**src/rtl/bfloat_to_int.sv**
```systemverilog
// rtl/bfloat_to_int.sv - iterative bfloat16 to signed integer converter, round-to-nearest-even
module bfloat_to_int #(
  parameter int INT_W = 16
) (
  input  logic             clk,
  input  logic             rst_n,
  input  logic             in_valid,
  output logic             in_ready,
  input  logic [15:0]      in_data,
  output logic             out_valid,
  input  logic             out_ready,
  output logic [INT_W-1:0] out_data,
  output logic             out_overflow,
  output logic             out_invalid
);

  if (INT_W < 9 || INT_W > 32) begin : g_bad_width
    $error("bfloat_to_int: INT_W must lie in 9..32");
  end

  typedef enum logic [1:0] {IDLE, SHIFT, ROUND, DONE} state_t;

  // Smallest biased exponent whose magnitude no longer fits in INT_W-1 bits.
  localparam logic [8:0]       SAT_E   = 9'(127 + INT_W - 1);
  localparam logic [INT_W-1:0] POS_MAX = {1'b0, {(INT_W-1){1'b1}}};
  localparam logic [INT_W-1:0] NEG_MIN = {1'b1, {(INT_W-1){1'b0}}};

  state_t           state_q, state_d;
  logic [INT_W-1:0] mag_q, mag_d;
  logic [INT_W-1:0] data_q, data_d;
  logic [4:0]       cnt_q, cnt_d;
  logic             left_q, left_d;
  logic             sign_q, sign_d;
  logic             g_q, g_d, r_q, r_d, s_q, s_d;
  logic             ovf_q, ovf_d;
  logic             inv_q, inv_d;

  logic             in_sign;
  logic [7:0]       in_exp;
  logic [6:0]       in_frac;
  logic             round_up;
  logic [INT_W-1:0] rounded;

  assign in_sign  = in_data[15];
  assign in_exp   = in_data[14:7];
  assign in_frac  = in_data[6:0];
  assign round_up = g_q & (r_q | s_q | mag_q[0]);
  assign rounded  = mag_q + {{(INT_W-1){1'b0}}, round_up};

  always_comb begin
    state_d = state_q;
    mag_d   = mag_q;
    data_d  = data_q;
    cnt_d   = cnt_q;
    left_d  = left_q;
    sign_d  = sign_q;
    g_d     = g_q;
    r_d     = r_q;
    s_d     = s_q;
    ovf_d   = ovf_q;
    inv_d   = inv_q;
    case (state_q)
      IDLE: begin
        if (in_valid) begin
          ovf_d   = 1'b0;
          inv_d   = 1'b0;
          sign_d  = in_sign;
          g_d     = 1'b0;
          r_d     = 1'b0;
          s_d     = 1'b0;
          left_d  = 1'b0;
          cnt_d   = 5'd0;
          mag_d   = {{(INT_W-8){1'b0}}, 1'b1, in_frac};
          state_d = DONE;
          if (in_exp == 8'd0) begin
            data_d = '0;
          end else if (in_exp == 8'hFF && |in_frac) begin
            data_d = '0;
            inv_d  = 1'b1;
          end else if ({1'b0, in_exp} >= SAT_E) begin
            // -2^(INT_W-1) itself is representable and is not an overflow.
            data_d = in_sign ? NEG_MIN : POS_MAX;
            ovf_d  = !(in_sign && {1'b0, in_exp} == SAT_E && !(|in_frac));
          end else if (in_exp >= 8'd134) begin
            left_d  = 1'b1;
            cnt_d   = 5'(in_exp - 8'd134);
            state_d = (in_exp == 8'd134) ? ROUND : SHIFT;
          end else begin
            cnt_d   = (in_exp <= 8'd125) ? 5'd9 : 5'(8'd134 - in_exp);
            state_d = SHIFT;
          end
        end
      end
      SHIFT: begin
        cnt_d = cnt_q - 5'd1;
        if (left_q) begin
          mag_d = mag_q << 1;
        end else begin
          mag_d = mag_q >> 1;
          g_d   = mag_q[0];
          r_d   = g_q;
          s_d   = s_q | r_q;
        end
        if (cnt_q == 5'd1) state_d = ROUND;
      end
      ROUND: begin
        data_d  = sign_q ? -rounded : rounded;
        state_d = DONE;
      end
      DONE: begin
        if (out_ready) begin
          ovf_d   = 1'b0;
          inv_d   = 1'b0;
          state_d = IDLE;
        end
      end
      default: state_d = IDLE;
    endcase
  end

  always_ff @(posedge clk) begin
    if (!rst_n) begin
      state_q <= IDLE;
      mag_q   <= '0;
      data_q  <= '0;
      cnt_q   <= 5'd0;
      left_q  <= 1'b0;
      sign_q  <= 1'b0;
      g_q     <= 1'b0;
      r_q     <= 1'b0;
      s_q     <= 1'b0;
      ovf_q   <= 1'b0;
      inv_q   <= 1'b0;
    end else begin
      state_q <= state_d;
      mag_q   <= mag_d;
      data_q  <= data_d;
      cnt_q   <= cnt_d;
      left_q  <= left_d;
      sign_q  <= sign_d;
      g_q     <= g_d;
      r_q     <= r_d;
      s_q     <= s_d;
      ovf_q   <= ovf_d;
      inv_q   <= inv_d;
    end
  end

  assign in_ready     = (state_q == IDLE);
  assign out_valid    = (state_q == DONE);
  assign out_data     = data_q;
  assign out_overflow = ovf_q;
  assign out_invalid  = inv_q;

endmodule

```
**config.mk**
```make
export PLATFORM = sky130hd
export DESIGN_NAME = bfloat_to_int
export DESIGN_NICKNAME = d
export VERILOG_FILES = /design/src/rtl/bfloat_to_int.sv
export SDC_FILE = /design/constraint.sdc
export NUM_CORES = 1
export LEC_CHECK = 0
export CORE_ASPECT_RATIO = 1.25
export CORE_UTILIZATION = 30
export DETAILED_ROUTE_END_ITERATION = 8
export PLACE_DENSITY_LB_ADDON = 0.25
export SYNTH_ARGS = -nofsm -noshare
export SYNTH_HDL_FRONTEND = slang
export SYNTH_SLANG_ARGS = --single-unit
```
**constraint.sdc**
```tcl
create_clock -name clk -period 3.08 [get_ports clk]
set_input_delay 0.462 -clock clk [delete_from_list [all_inputs] [get_ports clk]]
set_output_delay 0.462 -clock clk [all_outputs]
set_load 0.005 [all_outputs]
```
**Word level (Yosys, flattened, before mapping)**

Index checks and enable logic that the tools add are counted.

- Flip-flop bits (word level): 46
- Bits in latches: 0
- Memory bits (writable): 0
- Bits in read-only memories: 0
- Input port bits: 20
- Output and inout port bits: 20
- Logic and storage cells: 98
- Memories kept: 0

- $add $sub $neg: 5
- Multipliers: 0
- Div/mod/pow operators: 0
- $lt $le $gt $ge: 3
- Equal/unequal tests: 12
- Shift operators: 0
- Multiplexer cells: 47
- Bitwise gates (word level): 3
- Reduce and logical (&&, ||, !) cells: 17

Operator list:

| operator | number |
|---|---|
| 16-bit two-way mux | 8 |
| 16-bit case mux with 2 select lines | 2 |
| 5-bit two-way mux | 6 |
| 8-bit == test (second input constant) | 3 |
| 16-bit by 1-bit adder with 16-bit output | 1 |
| 8-bit >= comparator (second input constant) | 2 |
| 1-bit two-way mux | 16 |
| 2-bit two-way mux | 8 |
| 16-bit negation | 1 |
| 3-bit AND reduction | 4 |
| 1-bit case mux with 2 select lines | 5 |
| 5-bit case mux with 2 select lines | 1 |
| 8-bit by 7-bit less-or-equal comparator with 1-bit output (second input constant) | 1 |
| 8-bit logical NOT | 1 |
| 2-bit case mux with 4 select lines | 1 |
| 7-bit OR reduction | 1 |
| 2-bit inequality test (second input constant) | 3 |
| 2-bit nonzero test | 3 |
| 5-bit by 1-bit == test with 1-bit output (second input constant) | 1 |
| 3-bit by 5-bit subtractor with 5-bit output (first input constant) | 1 |
| 5-bit by 1-bit subtractor with 5-bit output (second input constant) | 1 |
| 5-bit by 3-bit subtractor with 5-bit output (second input constant) | 1 |
| 2-bit == test (second input constant) | 2 |
| 4-bit by 1-bit inequality test with 1-bit output (second input constant) | 1 |
| other kinds (8) | 13 |

**Longest topological paths before layout**

Gate-level depths: netlist of run 1.

- Depth after elaboration: 9
- Depth in mapped cells: 10
- Gate-level depth less buffers: 10

**Worst setup path before layout of run 1**

OpenSTA, ideal clock, no wires.

- Kind: reg-to-reg
- Start: register mag_q[0]
- End: register data_q[15], in the netlist out_data[15]
- Library setup time: 0.073 ns
- Arrival time: 2.551 ns
- Required time: 3.007 ns
- Path slack: 0.455 ns
- Stages on the path, launching flop included: 10
- Path buffers: 0
- Clock period less this slack: 2.625 ns
- Path through: dfxtp_1 > and2_1 > ha_1 > nand3_2 > xnor2_1 > or4b_4 > nor4b_4 > nand4_1 > mux2_1 > o211ai_2

- Word-level cells in the longest chain between the ends: 6

RTL lines:

| what | line | RTL |
|---|---|---|
| from (decl) | 29 | `logic [INT_W-1:0] mag_q, mag_d;` |
| from (signal assigned) | 136 | `mag_q <= mag_d;` |
| 1-bit bitwise OR | 47 | `assign round_up = g_q & (r_q \| s_q \| mag_q[0]);` |
| 1-bit bitwise AND | 47 |  |
| 16-bit by 1-bit adder with 16-bit output * | 48 | `assign rounded = mag_q + {{(INT_W-1){1'b0}}, round_up};` |
| 16-bit negation | 107 | `data_d = sign_q ? -rounded : rounded;` |
| 16-bit two-way mux * | 107 |  |
| 16-bit case mux with 2 select lines * | 62 | `case (state_q)` |
| to (signal assigned) | 137 | `data_q <= data_d;` |
| to (decl) | 30 | `logic [INT_W-1:0] data_q, data_d;` |

Mark *: on every way between the ends. The rest lies on a longest branch, timed or not.
A chain may end at the register's enable or synchronous reset.

**Worst setup path after layout of run 1**

Same ends and word-level chain as after synthesis.

==> impl_summary.md, run 1 <==
STA
In the final timing run, aggregate negative setup slack is 0 ns. The clock period could shrink to 2.820 ns. The highest clock frequency the design can meet is 0.3546 GHz. The clock arrives with 0.008994 ns of skew. On the final layout, the worst hold slack is 0.4701 ns. The actual slew at the worst max-slew pin is 0.6912 ns.

The count of final max-slew check failures is 0. The worst pin sits at a relative slew slack of 0.5361. The number of hold violations in the final report is 0. Of the available clock period, the critical path in the final layout requires 0.9157. Setup repair after global routing left no endpoint under its margin. The final number of setup-violating endpoints is 0.

Yosys
The area fraction in compound gates after synthesis is 0.2187. For this run, asynchronously set or reset flops after synthesis account for 0. In the synthesized netlist the dominant register cell turns out to be sky130_fd_sc_hd__dfxtp_1. The share of the Yosys chip area taken by registers is 0.2652.

The number of nets handed over by synthesis was 481. Synthesis produced 447 cells. In this run, synthesis inferred 0 flip-flops with an integrated enable.

Averaged over all synthesized cells, the footprint is 7.768 um^2. The proportion of synthesized area in mux cells is 0.05694. The number of warnings printed during yosys synthesis is 0. The number of synthesized register bits is 46. Of the total synthesized cell area, the portion taken by AND, OR, NAND and NOR gates is 0.2703.

The distinct cell type count after synthesis is 63. The synthesized-area fraction occupied by adder cells is 0.05045. The xor and xnor area share after synthesis is 0.08072. The largest family of logic cells by synthesized area is simple AND/OR/NAND/NOR gates. The post-synthesis instance area is 0.003472 mm^2.

GRT
The total overflow left after global routing is 0. The initial antenna violation count came to 0. For this run, the total global-route usage over all layers was measured as 0.1594. The via count of the first global-routing pass came to 3,095. The pin count of the biggest net entering global routing is 41. The first-pass GRT wire length is 15,390 um.

Clocking
The count of hold-fix buffers inserted at cts is 0. Clock-pin slew was measured on the worst setup and hold paths at 0.07 ns. The worst-skew pair later-pin latency is 0.29 ns. The number of clock sinks is 46. The cell chosen for the clock root is sky130_fd_sc_hd__clkbuf_16. In this run the deepest clock path goes through 2 buffers. The maximum level of the CTS H-tree is 2. Buffers inserted during clock tree synthesis total 5.

TritonCTS built the clock tree. The post-cts repair resize count is 0. Post-CTS timing repair inserted 0 buffers for setup.

Floorplan
The die covers 0.01201 mm^2. The total I/O pin count is 40. The width of the die is 98.23 um. The starting density of the core is 0.3103.

Measured along the y axis, the die boundary spans 122.3 um. The floorplan step defined a core boundary enclosing 0.01119 mm^2. The floorplan has 43 rows.

Status
The flow ran to the end, but the final reports show violations. The final reports fail on DRC.

Routing
Before antenna repair, the detailed router went through 6 iterations. The number of vias in the routed layout is 3,287. The detailed router's first-iteration violation count is 245. In the final routed layout, each cell accounts on average for 14.91 um.

In this run the remaining antenna-violating nets after routing total 0. After detailed routing, the total wire length is 9187 um. The number of design rule violations left after detail routing is 6. After detailed routing, the number of vias per cell comes to 5.336.

Final layout
The top cell types in the final layout, fill and taps aside, are 46 x sky130_fd_sc_hd__dfxtp_1, 45 x sky130_fd_sc_hd__nand2_1, 39 x sky130_fd_sc_hd__clkdlybuf4s50_1. After the last flow step, the layout net total stands at 514. The multi-input combinational cell area is 0.002351 mm^2.

Of the cells placed in the final design, the portion with a size suffix greater than 1 is 0.08940. The combined flip-flop and latch cell area is 920.9 um^2. The count of inserted antenna diode cells is 0. Compared with the post-synthesis result, the final layout area differs by 20.22%.

The filler cells instantiated in the layout total 1,210. The library cell used most frequently in the layout, excluding fill and tap cells, is sky130_fd_sc_hd__dfxtp_1.

Setup path
STA classifies the critical path endpoint as a flip-flop. The critical path data required time is 3.31 ns. Of all nets on the critical path, the largest fanout is 8. The worst endpoint data arrival time is 3.05 ns. The worst setup path is launched from a flip-flop. By startpoint and endpoint, the worst setup path is classified as reg2reg.

Min path
The class of the worst hold path is reg2reg.

Placed design
The placer congestion estimate is 0.8656. The port buffer count is 39. The post-detailed-placement half-perimeter wirelength is 6894 um.

Pwr
Dividing total power by cell area gives a power density of 728.7 mW/mm^2. VDD sags by at most 0.2810 mV. For this design the static power due to leakage is 1.542 nW.

Flow run
The total of max-cap violations is 0.
cell families (layout without fill, tap and decap cells):
| kind of cell | Yosys count | count (layout) |
|---|---|---|
| simple gates | 178 | 178 |
| compound gates | 113 | 113 |
| buf+inv | 46 | 80 |
| xor+xnor | 32 | 32 |
| fa+ha+maj | 14 | 14 |
| flops | 46 | 46 |
| mux | 18 | 18 |
critical path, stage by stage (launching register included):
cell and delay (ns):
sky130_fd_sc_hd__dfxtp_1 0.49, sky130_fd_sc_hd__and2_1 0.18, sky130_fd_sc_hd__ha_1 0.18, sky130_fd_sc_hd__nand3_2 0.08, sky130_fd_sc_hd__xnor2_1 0.21, sky130_fd_sc_hd__or4b_4 0.61, sky130_fd_sc_hd__nor4b_4 0.40, sky130_fd_sc_hd__nand4_1 0.17
sky130_fd_sc_hd__mux2_1 0.36, sky130_fd_sc_hd__o211ai_2 0.07
Yosys cell counts (4+ instances only):
library cell / count / share of area
sky130_fd_sc_hd__nand3_1: 16 / 0.023
sky130_fd_sc_hd__ha_1: 14 / 0.050
sky130_fd_sc_hd__xor2_1: 13 / 0.033
sky130_fd_sc_hd__o21ai_1: 6 / 0.0086
sky130_fd_sc_hd__a31oi_1: 4 / 0.0072
sky130_fd_sc_hd__and2_1: 15 / 0.027
sky130_fd_sc_hd__buf_2: 6 / 0.0086
sky130_fd_sc_hd__xnor2_1: 19 / 0.048
sky130_fd_sc_hd__o31ai_1: 5 / 0.011
sky130_fd_sc_hd__o2111ai_1: 4 / 0.010
sky130_fd_sc_hd__inv_1: 13 / 0.014
sky130_fd_sc_hd__nor4_1: 5 / 0.0090
sky130_fd_sc_hd__dfxtp_1: 46 / 0.27
sky130_fd_sc_hd__nand2_1: 45 / 0.049
sky130_fd_sc_hd__nor2b_1: 12 / 0.022
sky130_fd_sc_hd__nand4_1: 10 / 0.018
sky130_fd_sc_hd__a22oi_1: 5 / 0.011
sky130_fd_sc_hd__mux2i_1: 13 / 0.037
sky130_fd_sc_hd__nor2_1: 35 / 0.038
sky130_fd_sc_hd__a221oi_1: 6 / 0.015
sky130_fd_sc_hd__nor3b_1: 4 / 0.0086
sky130_fd_sc_hd__a21boi_0: 7 / 0.015
sky130_fd_sc_hd__nor3_1: 13 / 0.019
sky130_fd_sc_hd__clkbuf_1: 20 / 0.022
sky130_fd_sc_hd__o21ai_0: 23 / 0.033
sky130_fd_sc_hd__and3_1: 5 / 0.0090
sky130_fd_sc_hd__or3_1: 4 / 0.0072
sky130_fd_sc_hd__o211ai_1: 4 / 0.0086
sky130_fd_sc_hd__a21oi_1: 24 / 0.035
state kept, by name (all words and copies together) (netlist names):
register      count
mag_q            16
g_q               1
sign_q            1
s_q               1
out_invalid       1
left_q            1
out_data         16
out_overflow      1
r_q               1
state_q           2
cnt_q             5
layout make-up:
type	instances	area share
tap	135	0.04047
timing repair buffer	59	0.1295
multi-input combinational	355	0.5632
clock buffer	5	0.02998
sequential	46	0.2206
inverter	13	0.01169
clock inverter	3	0.004496
report_power, final:
part / switching [mW] / internal (mW)
clock: 0.249 / 0.301
sequential: 0.175 / 0.742
combinational: 0.866 / 0.709
total: 1.29 / 1.75
final timing paths:
path                       startpoint                         to  slack [ns]  cells after the start
min reg2reg  out_data[7]$_SDFFE_PN0P_   out_data[7]$_SDFFE_PN0P_        0.47                      1
max reg2reg     mag_q[0]$_SDFFE_PN0P_  out_data[15]$_SDFFE_PN0P_        0.26                      9
min          out_data[7]$_SDFFE_PN0P_   out_data[7]$_SDFFE_PN0P_        0.47                      1
max             mag_q[0]$_SDFFE_PN0P_  out_data[15]$_SDFFE_PN0P_        0.26                      9
metal layers:
layer / vias up / part of all wire / global-route usage
li1: 1663 / - / -
met2: 81 / 0.49 / 0.2804
met5: - / 0 / 0
met1: 1535 / 0.46 / 0.1987
met3: 8 / 0.036 / 0.02335
met4: 0 / 0.013 / 0.05597
through the flow:
stage	std cells	cell area, um^2	utilization	power, mW	worst slack [ns]
after global routing	616	4174	0.3730	3.286	0.02392
final	616	4174	0.3730	3.042	0.2596
after global placement	608	4030	0.3601	2.476	0.1849
after floorplan	447	3472	-	1.967	0.4554
after detailed placement	608	4030	0.3601	2.502	0.09143
after CTS	616	4174	0.3730	3.067	0.2394
(Power assumes the default switching activity.)
==> inputs of run 2 (changes only) <==
Settings changed: CORE_ASPECT_RATIO 1.25 to 1.1.
==> impl_summary.md, run 2 (synthesis gave the netlist of run 1 again) <==
Status
The flow ran to the end, and the final reports show no timing, DRC or antenna violations.

Setup path
The count of cells along the worst register-to-register path is 10. The worst register-to-register path has a setup slack of 0.21 ns. The critical path endpoint category is a flip-flop.

Along the worst path, the maximum fanout reaches 7. The critical path in this run is classified as reg2reg. For the worst setup path, the data required time is 3.30 ns.

The worst register-to-register path ends at out_data[15]$_SDFFE_PN0P_. The launching instance or port of the critical path is g_q$_SDFFE_PN0P_. The worst endpoint data arrival time is 3.09 ns. The nature of the critical path startpoint is a flip-flop. The slowest stage of the critical path belongs to the cell sky130_fd_sc_hd__or4b_4.

Walking the worst path, the cells encountered are and2_1, ha_1, nand3_2, xnor2_1, or4b_4, nor4b_4, buf_4, nand4_1, mux2_1, o211ai_2. The worst register-to-register path begins at g_q$_SDFFE_PN0P_. The peak per-stage delay on the critical path is 0.61 ns.

Placed design
The placer congestion estimate is 0.8868. Detailed placement ended at an HPWL of 6963 um. The count of buffers added on input and output ports is 39.

STA
The clock period could shrink to 2.871 ns. Setup violations remaining at the end of the flow were counted as 0. For the final database, setup skew stands at 0.006863 ns.

The highest clock frequency the design can meet is 0.3484 GHz. The worst slew slack as a fraction of its limit is 0.5342. Of the available clock period, the critical path in the final layout requires 0.9320. The actual slew at the worst max-slew pin is 0.6940 ns. The number of hold violations in the final report is 0.

The setup TNS is 0 ns. Setup repair after global routing left no endpoint under its margin. The count of final max-slew check failures is 0.

GRT
The first-pass GRT wire length is 15,290 um. The total overflow left after global routing is 0. Entering global routing, the biggest net connects 29 pins. The via count of the first global-routing pass is 3,130. In the global route stage, overall resource usage came out at 0.1562. The initial antenna violation count came to 0.

Floorplan
The cell row count is 40. The die covers 0.01201 mm^2. After floorplanning, the core was sized to cover 0.01111 mm^2. The starting density of the core is 0.3125. In this run the count of I/O pins placed on the die edge is 40. The width of the die is 104.6 um. The die is 114.8 um tall.

Clocking
The cell chosen for the clock root is sky130_fd_sc_hd__clkbuf_16. The number of clock buffers added by TritonCTS is 5. The clock reaches the later pin of the worst-skew pair after 0.29 ns.

The maximum level of the CTS H-tree is 2. The largest buffer count on any clock path is 2. Clock-pin slew was measured on the worst setup and hold paths at 0.07 ns. TritonCTS built the clock tree.

The clock drives 46 sinks.

Min path
Counting instances, the worst hold path has a depth of 1. For hold timing, the worst endpoint is out_data[7]$_SDFFE_PN0P_. The worst hold path begins at out_data[7]$_SDFFE_PN0P_. The class of the worst hold path is reg2reg.

Routing
The post-detailed-routing wire length is 9041 um. In the routed layout, each cell is associated on average with a via count of 5.175. The count of nets left with antenna violations once routing finished came out at 0. For this run, the detailed router's first-pass iteration total came to 4.

After detailed routing, the number of remaining DRC violations is 0. The detailed router's first-iteration violation count is 177. The routed wirelength normalized by instance count is 14.35 um. Detailed routing inserted a total of 3,260 vias.

Final layout
The number of antenna diodes in the final layout is 0. The layout overhead on the synthesized area is 21.19%. The final layout contains 516 nets. The top cell types in the final layout, fill and taps aside, are 45 x sky130_fd_sc_hd__nand2_1, 45 x sky130_fd_sc_hd__dfxtp_1, 39 x sky130_fd_sc_hd__clkdlybuf4s50_1. The share of final-layout standard cells stronger than drive strength 1 is 0.09524.

Pwr
The maximum ir drop on the vdd rail is 0.3574 mV. The total power density per cell area is 721.6 mW/mm^2. In this run the static leakage power is 1.548 nW. After layout, the design draws a total of 3.036 mW.

Flow run
The total of max-cap violations is 0.
## run 2: cell types whose count changed in the layout (fill, tap and decap cells not counted), sizes merged
| cell | change |
|---|---|
| clkinvlp | +1 |
| buf | +2 |
| inv | -1 |
## run 2: cell type report
cell class	count	area (um^2)
fill	1155	6903
multi-input combinational	355	2351
sequential	46	922.1
timing repair buffer	61	555.5
clock buffer	5	125.1
inverter	13	48.80
clock inverter	3	21.27
tap	147	183.9
## run 2: stage by stage
step                        util  cells  area, um^2  setup WS, ns  hold WS, ns
after floorplan                -    447        3472        0.4554       0.4492
final                     0.3787    630        4208        0.2093       0.4661
after global placement    0.3648    621        4053        0.1237       0.4522
after global routing      0.3787    630        4208       0.06677       0.4950
after CTS                 0.3779    629        4199       0.08103       0.4720
after detailed placement  0.3648    621        4053       0.09692       0.4558
## run 2: worst max-delay path by stage
stage	to
final	out_data[15]$_SDFFE_PN0P_
after global placement	out_data[15]$_SDFFE_PN0P_
after global routing	out_data[14]$_SDFFE_PN0P_
after floorplan	out_data[15]$_SDFFE_PN0P_
after CTS	out_data[15]$_SDFFE_PN0P_
after detailed placement	out_data[15]$_SDFFE_PN0P_
## run 2: timing repair
action,4_1_cts,5_1_grt
resized for setup,0,1
hold buffers,0,0
buffers inserted,0,1
endpoints found under the setup margin,0,3
## run 2: critical path: cells and delay by family (launching register included)
| kind | cells | cell delay, ns |
|---|---|---|
| AO/OA/AOI/OAI | 1 | 0.07 |
| adder cells (fa/ha/maj) | 1 | 0.28 |
| XOR/XNOR | 1 | 0.21 |
| flip-flops | 1 | 0.47 |
| buffers and inverters | 1 | 0.17 |
| multiplexers | 1 | 0.36 |
| AND/OR/NAND/NOR | 5 | 1.23 |
## run 2: report_power, final
part / internal (mW) / switching [mW] / total [mW]
logic: 0.720 / 0.859 / 1.58
registers: 0.743 / 0.170 / 0.913
clock network: 0.301 / 0.244 / 0.545
## run 2: per-layer routing
metal  routed length [um]  track usage
met3                  379      0.02664
met5                    0            0
met4                   74      0.03568
met1                 4187       0.1908
met2                 4400       0.2870
==> inputs of run 3 (changes only) <==
Settings changed: MAX_ROUTING_LAYER from default to met4, TNS_END_PERCENT from default to 50.
==> impl_summary.md, run 3 <==
GRT
The all-layer global routing usage is 0.1609. The first global-routing pass estimated 15,270 um of wire. The via count of the first global-routing pass is 3,134. For this run the aggregate overflow at the end of global routing stands at 0. Entering global routing, the biggest net connects 29 pins.

The initial antenna violation count is 0.

Yosys
The number of nets handed over by synthesis was 481. The share of synthesized area occupied by flip-flops and latches is 0.2652. After synthesis, the share of flip-flops with an asynchronous set or reset is 0.

The number of standard cells after synthesis is 447. A synthesized cell averages 7.768 um^2. The number of warnings printed during yosys synthesis is 0. Synthesis inferred 46 register bits. The flip-flop cell with the highest count after synthesis is sky130_fd_sc_hd__dfxtp_1.

The distinct cell type count after synthesis is 63. The largest total area in the synthesized netlist belongs to sky130_fd_sc_hd__dfxtp_1. Summing every instance area after synthesis gives 0.003472 mm^2. By count the netlist is led by 46 x sky130_fd_sc_hd__dfxtp_1, 45 x sky130_fd_sc_hd__nand2_1, 35 x sky130_fd_sc_hd__nor2_1. The most instantiated library cell after synthesis is sky130_fd_sc_hd__dfxtp_1. Counting flops with a built-in enable in the synthesized netlist gives 0. By area the synthesized netlist is led by sky130_fd_sc_hd__dfxtp_1 27%, sky130_fd_sc_hd__ha_1 5.0%, sky130_fd_sc_hd__nand2_1 4.9%. The area share of the leading cell type in the synthesized netlist is 0.2652.

Floorplan
From bottom edge to top edge, the die measures 114.8 um. The initial utilization of the core area, before any placement, comes to 0.3125. The width of the die is 104.6 um. For this design the top-level I/O count stands at 40. The cell row count is 40.

Placed design
The placer congestion estimate is 0.9017. The post-detailed-placement half-perimeter wirelength is 6963 um. The port buffer count is 39.

Status
The flow did not finish. The flow stopped in detailed routing. The first error in the log reads "[ERROR DRT-0255] Maze Route cannot find path of net clk in worker of routeBox ( 96600 0 ) ( 104575 48300 )".

Clocking
For this design, the sink count on the clock tree is 46. The count of hold-fix buffers inserted at cts is 0. The number of clock buffers added by TritonCTS is 5. Counting along the longest clock path gives a buffer depth of 2.

The maximum level of the CTS H-tree is 2. The cell chosen for the clock root is sky130_fd_sc_hd__clkbuf_16.

STA
After the last repair the worst path ends at a register data pin. The global-route repair_timing pass left the worst setup endpoint at out_data[14]$_SDFFE_PN0P_/D.
run 3: repair_timing:
action,CTS,global route
gates resized for setup,0,1
buffers inserted,0,1
endpoints found under the setup margin,0,3
run 3: logic make-up after synthesis:
| group | synth area share |
|---|---|
| and+or+nand+nor | 0.2703 |
| AOI/OAI and AO/OA | 0.2187 |
| buffers and inverters | 0.05766 |
| DFF | 0.2652 |
| xor gates and xnor gates | 0.08072 |
| muxes | 0.05693 |
| adders and majority gates | 0.05045 |
run 3: per-layer routing:
| layer | track usage |
|---|---|
| met3 | 0.02608 |
| met2 | 0.2874 |
| met1 | 0.1901 |
| met4 | 0.03568 |
| met5 | - |
run 3: per-stage QoR:
stage	instances	worst slack (ns)	hold WS (ns)	util	area (um^2)
2_1_floorplan	447	0.4554	0.4492	-	3472
3_3_place_gp	621	0.1237	0.4522	0.3648	4053
3_5_place_dp	621	0.09692	0.4558	0.3648	4053
4_1_cts	629	0.08103	0.4720	0.3779	4199
5_1_grt	630	0.06677	0.4950	0.3787	4208
==> inputs of run 4 (changes only) <==
Settings changed: CORE_ASPECT_RATIO 1.1 to default, CORE_UTILIZATION 30 to 20, MAX_ROUTING_LAYER met4 to default, PLACE_DENSITY_LB_ADDON 0.25 to 0.15.
==> impl_summary.md, run 4 (synthesis gave the netlist of run 1 again) <==
Status
The flow ran to the end, and the final reports show no timing, DRC or antenna violations.

Final layout
The final design utilization is 0.2597. The share of final-layout standard cells stronger than drive strength 1 is 0.1061. The count of filler cells inserted in the layout is 1,841. The library cell used most frequently in the layout, excluding fill and tap cells, is sky130_fd_sc_hd__dfxtp_1.

The layout overhead on the synthesized area is 25.37%. The number of antenna diodes in the final layout is 0. The final layout contains 523 nets. The top cell types in the final layout, fill and taps aside, are 46 x sky130_fd_sc_hd__dfxtp_1, 45 x sky130_fd_sc_hd__nand2_1, 39 x sky130_fd_sc_hd__clkdlybuf4s50_1.

Routing
In the final routed layout, each cell accounts on average for 14.23 um. For this block, the routed nets add up to 10,100 um of wire. Summing over every cut layer, the via total after detailed routing is 3,272.

The number of design rule violations left after detail routing is 0. The detailed router's first-iteration violation count is 142. The routed via count divided by cell count is 4.608. The remaining antenna violation count after routing is 0.

Before antenna repair, the detailed router went through 5 iterations.

STA
The count of final max-slew check failures is 0. Setup total negative slack on the finished layout was measured at 0 ns. The part of the cycle the worst path needs is 0.9252.

Headroom to the max-slew limit came out at 0.4723. The final number of setup-violating endpoints is 0. Across the routed clock network, the largest skew measured is 0.01153 ns. The number of hold violations in the final report is 0. At the pin with the least slew margin, the transition time is 0.7863 ns.

Setup repair after global routing left no endpoint under its margin. Timing would allow up to 0.3509 GHz. The clock period minus worst slack is 2.849 ns. On the final layout, the worst hold slack is 0.4663 ns.

Clocking
The later pin in the worst-skew pair is clocked with a latency of 0.30 ns. The clock transition at the registers of the reported paths is 0.07 ns. CTS placed an instance of sky130_fd_sc_hd__clkbuf_16 at the clock tree root. The number of clock sinks is 46.

The number of setup buffers added after CTS is 0. The CTS tree is done. The number of buffers created by CTS is 5. The largest buffer count on any clock path is 2. Post-CTS repair changed the size of 0 cells. The H-tree was split into 2 levels.

Buffers inserted to repair hold after CTS numbered 0.

Setup path
The signal on the critical path passes through and2_1, ha_1, nand3_2, xnor2_1, or4b_4, nor4b_4, nand4_1, mux2_1, o211ai_2. The maximum fanout along the worst path is 7. The critical path starts at g_q$_SDFFE_PN0P_.

The nature of the critical path startpoint is a flip-flop. The largest single stage delay on the critical path is 0.59 ns. The number of buffers and inverters on the critical path is 0. The slowest stage of the critical path is the sky130_fd_sc_hd__or4b_4 cell. Data on the critical path is required at its endpoint by 3.31 ns. The critical path endpoint category is a flip-flop.

The worst register-to-register path begins at g_q$_SDFFE_PN0P_. In this run the register-to-register setup slack is 0.23 ns. Data arrives at the worst endpoint at 3.08 ns. The setup path with the least slack is of type reg2reg. Among cell families on the critical path, the largest total delay comes from simple AND/OR/NAND/NOR gates.

The count of cells along the worst register-to-register path is 9. The endpoint of the most critical register-to-register path is out_data[15]$_SDFFE_PN0P_.

Placed design
The port buffer count is 39. Detailed placement finished with a half-perimeter wire length of 7902 um. Routability-driven placement finished with a final weighted congestion of 0.7282.

Min path
The startpoint of the tightest hold check path is out_data[7]$_SDFFE_PN0P_. In this run the worst hold path is classified as reg2reg. For hold timing, the worst endpoint is out_data[7]$_SDFFE_PN0P_. The hold-critical path depth is 1.

Pwr
For this design the static power due to leakage is 1.579 nW. The worst-case IR drop observed on VDD is 0.2580 mV. For this design the ratio of total power to cell area is 708.9 mW/mm^2. The overall power of the completed layout is 3.086 mW.

GRT
In the global route stage, overall resource usage came out at 0.1193. Global routing finished with a remaining overflow of 0. The pin count of the biggest net entering global routing is 39.

The via count of the first global-routing pass is 3,130. The first global-routing pass estimated 16,840 um of wire. The initial antenna violation count is 0.

Floorplan
The height of the die is 133.8 um. The starting density of the core is 0.2072. The floorplan has 47 rows.

The total core area is 0.01676 mm^2. The floorplan step defined a die boundary enclosing 0.01789 mm^2. From left edge to right edge, the die measures 133.8 um. The total I/O pin count is 40.

Flow run
The total of max-cap violations is 0.
## run 4: routing by layer
layer  vias to the layer above  wire length [um]  global-route usage
met1                      1503              5012              0.1624
met5                         -                 0                   0
met3                         9               492             0.02588
li1                       1682                 -                   -
met4                         0               100             0.03030
met2                        78              4495              0.1891
## run 4: where the power goes
group | total [mW] | switching (mW) | internal, mW
sequential | 0.923 | 0.182 | 0.741
clock | 0.566 | 0.262 | 0.304
combinational | 1.60 | 0.882 | 0.715
total | 3.09 | 1.33 | 1.76
## run 4: final cells by class
cell class,instances,area (um^2),area share
Clock buffer,5,125.1,0.02874
Clock inverter,3,23.77,0.005461
Inverter,13,48.80,0.01121
Multi-Input combinational cell,355,2351,0.5401
Sequential cell,46,920.9,0.2116
Tap cell,220,275.3,0.06324
Timing Repair Buffer,68,608.1,0.1397
## run 4: worst max-delay path by stage
stage	slack (ns)	endpoint	depth (start not counted)
floorplan	0.46	out_data[15]$_SDFFE_PN0P_	9
finish	0.23	out_data[15]$_SDFFE_PN0P_	9
detailed placement	0.03	out_data[14]$_SDFFE_PN0P_	10
CTS	0.23	out_data[15]$_SDFFE_PN0P_	9
global route	0.08	out_data[14]$_SDFFE_PN0P_	8
global placement	0.08	out_data[14]$_SDFFE_PN0P_	10
## run 4: worst register-to-register path: stages (launching register included)
cell	delay, ns
sky130_fd_sc_hd__dfxtp_1	0.49
sky130_fd_sc_hd__and2_1	0.18
sky130_fd_sc_hd__ha_1	0.20
sky130_fd_sc_hd__nand3_2	0.09
sky130_fd_sc_hd__xnor2_1	0.16
sky130_fd_sc_hd__or4b_4	0.59
sky130_fd_sc_hd__nor4b_4	0.42
sky130_fd_sc_hd__nand4_1	0.21
sky130_fd_sc_hd__mux2_1	0.37
sky130_fd_sc_hd__o211ai_2	0.07
## run 4: through the flow
stage	instances	setup slack, ns	instance area [um^2]
final	710	0.2305	4353
after global routing	710	0.08444	4353
after CTS	710	0.2273	4353
after detailed placement	702	0.02529	4204
after global placement	702	0.07559	4204
after floorplan	447	0.4554	3472
==> RTL change 1 (settings of run 1) <==
Change the parameter `INT_W` from 16 to 32.
--- a/src/rtl/bfloat_to_int.sv
+++ b/src/rtl/bfloat_to_int.sv
@@ -1,6 +1,6 @@
 // rtl/bfloat_to_int.sv - iterative bfloat16 to signed integer converter, round-to-nearest-even
 module bfloat_to_int #(
-  parameter int INT_W = 16
+  parameter int INT_W = 32
 ) (
   input  logic             clk,
   input  logic             rst_n,
Interface: changed (resized out_data); port bits go from 40 to 56. The function was not compared with the original's and may differ.
==> RTL change 1 against run 1 <==
  * Routed wire length rose by 68%
  * Synthesized area grew 71%
  * Fmax shrank 0.80%
  * Largest cell class unchanged
  * Global-route usage down 0.52 points
  * Worst setup slack worse by 0.023 ns
  * Utilization is 0.14 points higher
  * Highest routed layer unchanged
  * Sequential power rose by 58%
  * Critical path type unchanged
  * Total power increased by 57%
  * Critical path depth up 2
  * Final area grew 74%
  * First-iteration DRC count rose by 17%
  * Sequential cell count grew 32
==> RTL change 1: results (changes against run 1) <==
| Metric | Value |
|---|---|
| Status | `complete, no violations` |
| Data buffer area share | `13.5% (+0.52 points)` |
| CP max stage cell | `a311o_1` |
| Share of cells above drive strength 1 | `13.9% (+4.9 points)` |
| Area Growth Syn to Fin | `22.1%` |
| Wire length on met2 | `7380 um (+62%)` |
| Die outline area | `20400 um2 (+70%)` |
| Placed wire-length estimate | `11500 um (+66%)` |
| Net Switching | `0.00194 W (+51%)` |
| Routability cong. | `0.806 (-6.8%)` |
| Hold path start | `sign_q` |
| Post-Route M1 WL | `7550 um (+80%)` |
| Met2 Use GR | `26.5% (-1.5 points)` |
| Area occupied by multi-input gates | `4040 um2 (+72%)` |
| Invs w/o clock | `18 (+5)` |
| Largest net degree at the start of global routing | `48 (+17%)` |
| Fillcell total | `2107 (+74%)` |
| Comb power | `0.00233 W (+48%)` |
| Seq. pwr | `0.00145 W (+58%)` |
| Top cells by count, synth | `78 x dfxtp_1, 65 x nand2_1, 58 x o21ai_0` |
| Nets | `851 (+66%)` |
| Arrival time at the worst endpoint | `3.07 ns (+0.02 ns)` |
| CP max FO | `9 (+1)` |
| WL met3 | `249 um (-25%)` |
| WHS Path Cells | `2 (+1)` |
| Net Count, Synth | `798 (+66%)` |
| Non-CTS buffers | `111 (+88%)` |
| Placed Cells | `1070 (+76%)` |
| Clock latency on the worst-skew pair | `0.34 ns (+0.05 ns)` |
| Vias in the first global route | `5174 (+67%)` |
| Multi-In Gates | `598 (+68%)` |
| Maximum vdd ir drop | `0.258 mV (-8.4%)` |
| Pre-CTS WS | `0.0171 ns (-0.0744 ns)` |
| Met1 GRT Util | `19.9% (about the same)` |
| Overall global routing resource usage | `15.4% (-0.52 points)` |
| DR iter-0 viols | `287 (+17%)` |
| Clock buffers and inverters, area share | `3.88% (+0.43 points)` |
| H-tree levels | `3 (+1)` |
| Int Power | `0.00284 W (+62%)` |
| Register-to-Register Path Depth | `11 (+2)` |
-- RTL change 1: path summary, 6_finish.rpt --
kind                  end  slack, ns
max          out_data[31]       0.24
min                sign_q       0.47
max reg2reg  out_data[31]       0.24
min reg2reg        sign_q       0.47
-- RTL change 1: cells by family (layout without fill, tap and decap cells) --
family                   Yosys count  after routing  synth area share [%]
flip-flops                        78             78                  26.2
XOR/XNOR                          56             56                  8.37
AO/OA/AOI/OAI                    214            214                  23.8
buffers and inverters             87            145                  6.16
AND/OR/NAND/NOR                  281            281                  26.8
multiplexers                      32             32                  5.40
adder cells (fa/ha/maj)           15             15                  3.15
-- RTL change 1: critical path: cells and delay by family (launching register included) --
| kind | cells | cell delay [ns] |
|---|---|---|
| flip-flops | 1 | 0.31 |
| adder cells (fa/ha/maj) | 1 | 0.20 |
| AO/OA/AOI/OAI | 3 | 0.63 |
| buffers and inverters | 1 | 0.17 |
| multiplexers | 1 | 0.11 |
| AND/OR/NAND/NOR | 5 | 1.31 |
==> RTL change 2 (config.mk and constraints of run 1) <==
Made on the original files. Register the output `out_overflow` once more, cleared by the reset; this adds one clock of latency there. The other outputs are not delayed to match.
--- a/src/rtl/bfloat_to_int.sv
+++ b/src/rtl/bfloat_to_int.sv
@@ -149,7 +149,13 @@
   assign in_ready     = (state_q == IDLE);
   assign out_valid    = (state_q == DONE);
   assign out_data     = data_q;
-  assign out_overflow = ovf_q;
+  always_ff @(posedge clk) begin
+    if (!rst_n) begin
+      out_overflow <= '0;
+    end else begin
+      out_overflow <= ovf_q;
+    end
+  end
   assign out_invalid  = inv_q;
 
 endmodule
Function: changed (a bounded check fails within 4 cycles, from zero or initial values and one cycle with rst_n low).
==> RTL change 2 against run 1 <==
  * Sequential share of layout area fell by 0.31 points
  * Cell count rose by 5.7%
  * Sequential cell count rose by 1
  * Total power fell by 1.2%
  * Worst setup slack improved by 0.088 ns
  * Final area rose by 3.6%
  * Routed wire length did not move
  * Synthesized area rose by 4.5%
  * First-iteration DRC count fell by 37%
==> RTL change 2: results (changes against run 1) <==
| Metric | Value |
|---|---|
| Status | `complete, no violations` |
| Via/cell ratio | `5.18 (-2.9%)` |
| DRT Pass-1 Iters | `4 (-2)` |
| Root Driver | `clkbuf_16` |
| Top cells by count, synth | `47 x dfxtp_1, 46 x nand2_1, 31 x o21ai_0` |
| WL/cell | `14.1 um (-5.4%)` |
| CTS max path bufs | `2 (unchanged)` |
| P_leak | `1.58 nW (+2.6%)` |
| Global-route wire length before repair | `15900 um (+3.3%)` |
| DR iter-0 viols | `154 (-37%)` |
| Arrival time at the worst endpoint | `2.91 ns (-0.14 ns)` |
| PostCTS Resize Cnt | `0 (unchanged)` |
| Clock latency on the worst-skew pair | `0.29 ns (about the same)` |
| Worst Max-Slew Pin Slew | `0.857 ns (+0.166 ns)` |
| Fraction of the mapped netlist area in adder cells | `4.83% (-0.22 points)` |
| Count of cell types in the netlist | `67 (+6.3%)` |
| Pwr Density | `695 nW/um2 (-4.7%)` |
| Vias in the first global route | `3282 (+6.0%)` |
| Hold path start | `ovf_q` |
| Fillcell total | `1266 (+4.6%)` |
| Routability cong. | `0.853 (-1.5%)` |
| Drt total wl | `9190 um (unchanged)` |
| Num CTS Buffers | `5 (unchanged)` |
| H-tree levels | `2 (unchanged)` |
| Overall global routing resource usage | `15.5% (-0.41 points)` |
| Seq/Total Area, Yosys | `25.9% (-0.59 points)` |
| Hold crit path type | `reg -> reg` |
| CP startpoint | `g_q` |
| Ys flop type | `dfxtp_1` |
| Post-synthesis mux area share | `3.90% (-1.8 points)` |
| IO Port Bufs | `39 (unchanged)` |
| Maximum vdd ir drop | `0.256 mV (-9.1%)` |
| CP max FO | `11 (+3)` |
| Initial antenna violation count | `0 (unchanged)` |
| Share of cells above drive strength 1 | `9.39% (+0.45 points)` |
| Hold Vio Cnt, Final | `0 (unchanged)` |
| Net Count, Synth | `497 (+3.3%)` |
| Largest net degree at the start of global routing | `24 (-41%)` |
| Synth area leaders | `dfxtp_1 26%, xnor2_1 5.3%, ha_1 4.8%, nand2_1 4.8%, o21ai_0 4.3%` |
| Antenna cells | `0 (unchanged)` |
| Share of flip-flops with an asynchronous set or reset | `0% (unchanged)` |
| Placed wire-length estimate | `7010 um (+1.7%)` |
| Placed inst area | `4170 um2 (+3.5%)` |
| Synth Area in Compound Gates | `26.6% (+4.7 points)` |
| Placed Cells | `643 (+5.8%)` |
| XOR/XNOR share of the synthesized area | `7.24% (-0.83 points)` |
| Nets | `523 (+1.8%)` |
| Reg clk slew, reported paths | `0.07 ns (about the same)` |
| Clock Skews | `0.00844 ns (-0.000550 ns)` |
| Synth Instances | `463 (+3.6%)` |
| Ys Warns | `0 (unchanged)` |
| # Post-CTS Setup Buffers | `0 (unchanged)` |
## RTL change 2: stage by stage
stage / hold slack (ns) / setup WS (ns)
2_1_floorplan: 0.431 / 0.494
3_5_place_dp: 0.468 / 0.190
5_1_grt: 0.504 / 0.219
6_report: 0.476 / 0.348
4_1_cts: 0.485 / 0.349
3_3_place_gp: 0.463 / 0.239
## RTL change 2: worst max-delay path: stages, from the launching register on
cell and delay, ns:
dfxtp_1 0.37, and2_1 0.17, ha_1 0.19, and4_4 0.26, a2111oi_4 0.43, nor3_1 0.16
or4_4 0.60, nor3b_2 0.24, nand3b_1 0.13, nand2_1 0.05
## RTL change 2: layout make-up
cell class	count	share of cell area (%)
clock inverters	2	0.376
well taps	161	4.66
multi-input cells	361	56.6
flip-flops and latches	47	21.8
clock buffers	6	3.21
repair buffers	55	11.8
inverters	19	1.65
## RTL change 2: kinds of logic after synthesis
kind of cell               count (synthesis)
and+or+nand+nor                          167
AOI/OAI and AO/OA                        136
buffers and inverters                     55
DFF                                       47
xor gates and xnor gates                  30
muxes                                     14
adders and majority gates                 14
## RTL change 2: per-layer routing
metal  vias to the layer above  GRT usage, %  part of all wire, %
met2                        52          28.4                   51
li1                       1728             -                    -
met1                      1584          18.5                   45
met5                         -             0                    0
met4                         0          4.43                  1.5
met3                         8          2.18                  2.1
## RTL change 2: power by group
part	switching, W	internal, W
Combinational	0.000854	0.000687
Clock	0.000246	0.000325
Sequential	0.000139	0.000754
## RTL change 2: path summary, 6_finish.rpt
check	to	slack, ns	depth (start not counted)
worst min register to register	out_overflow	0.48	1
worst max-delay path	out_data[15]	0.35	9
worst max register to register	out_data[15]	0.35	9
worst min-delay path	out_overflow	0.48	1
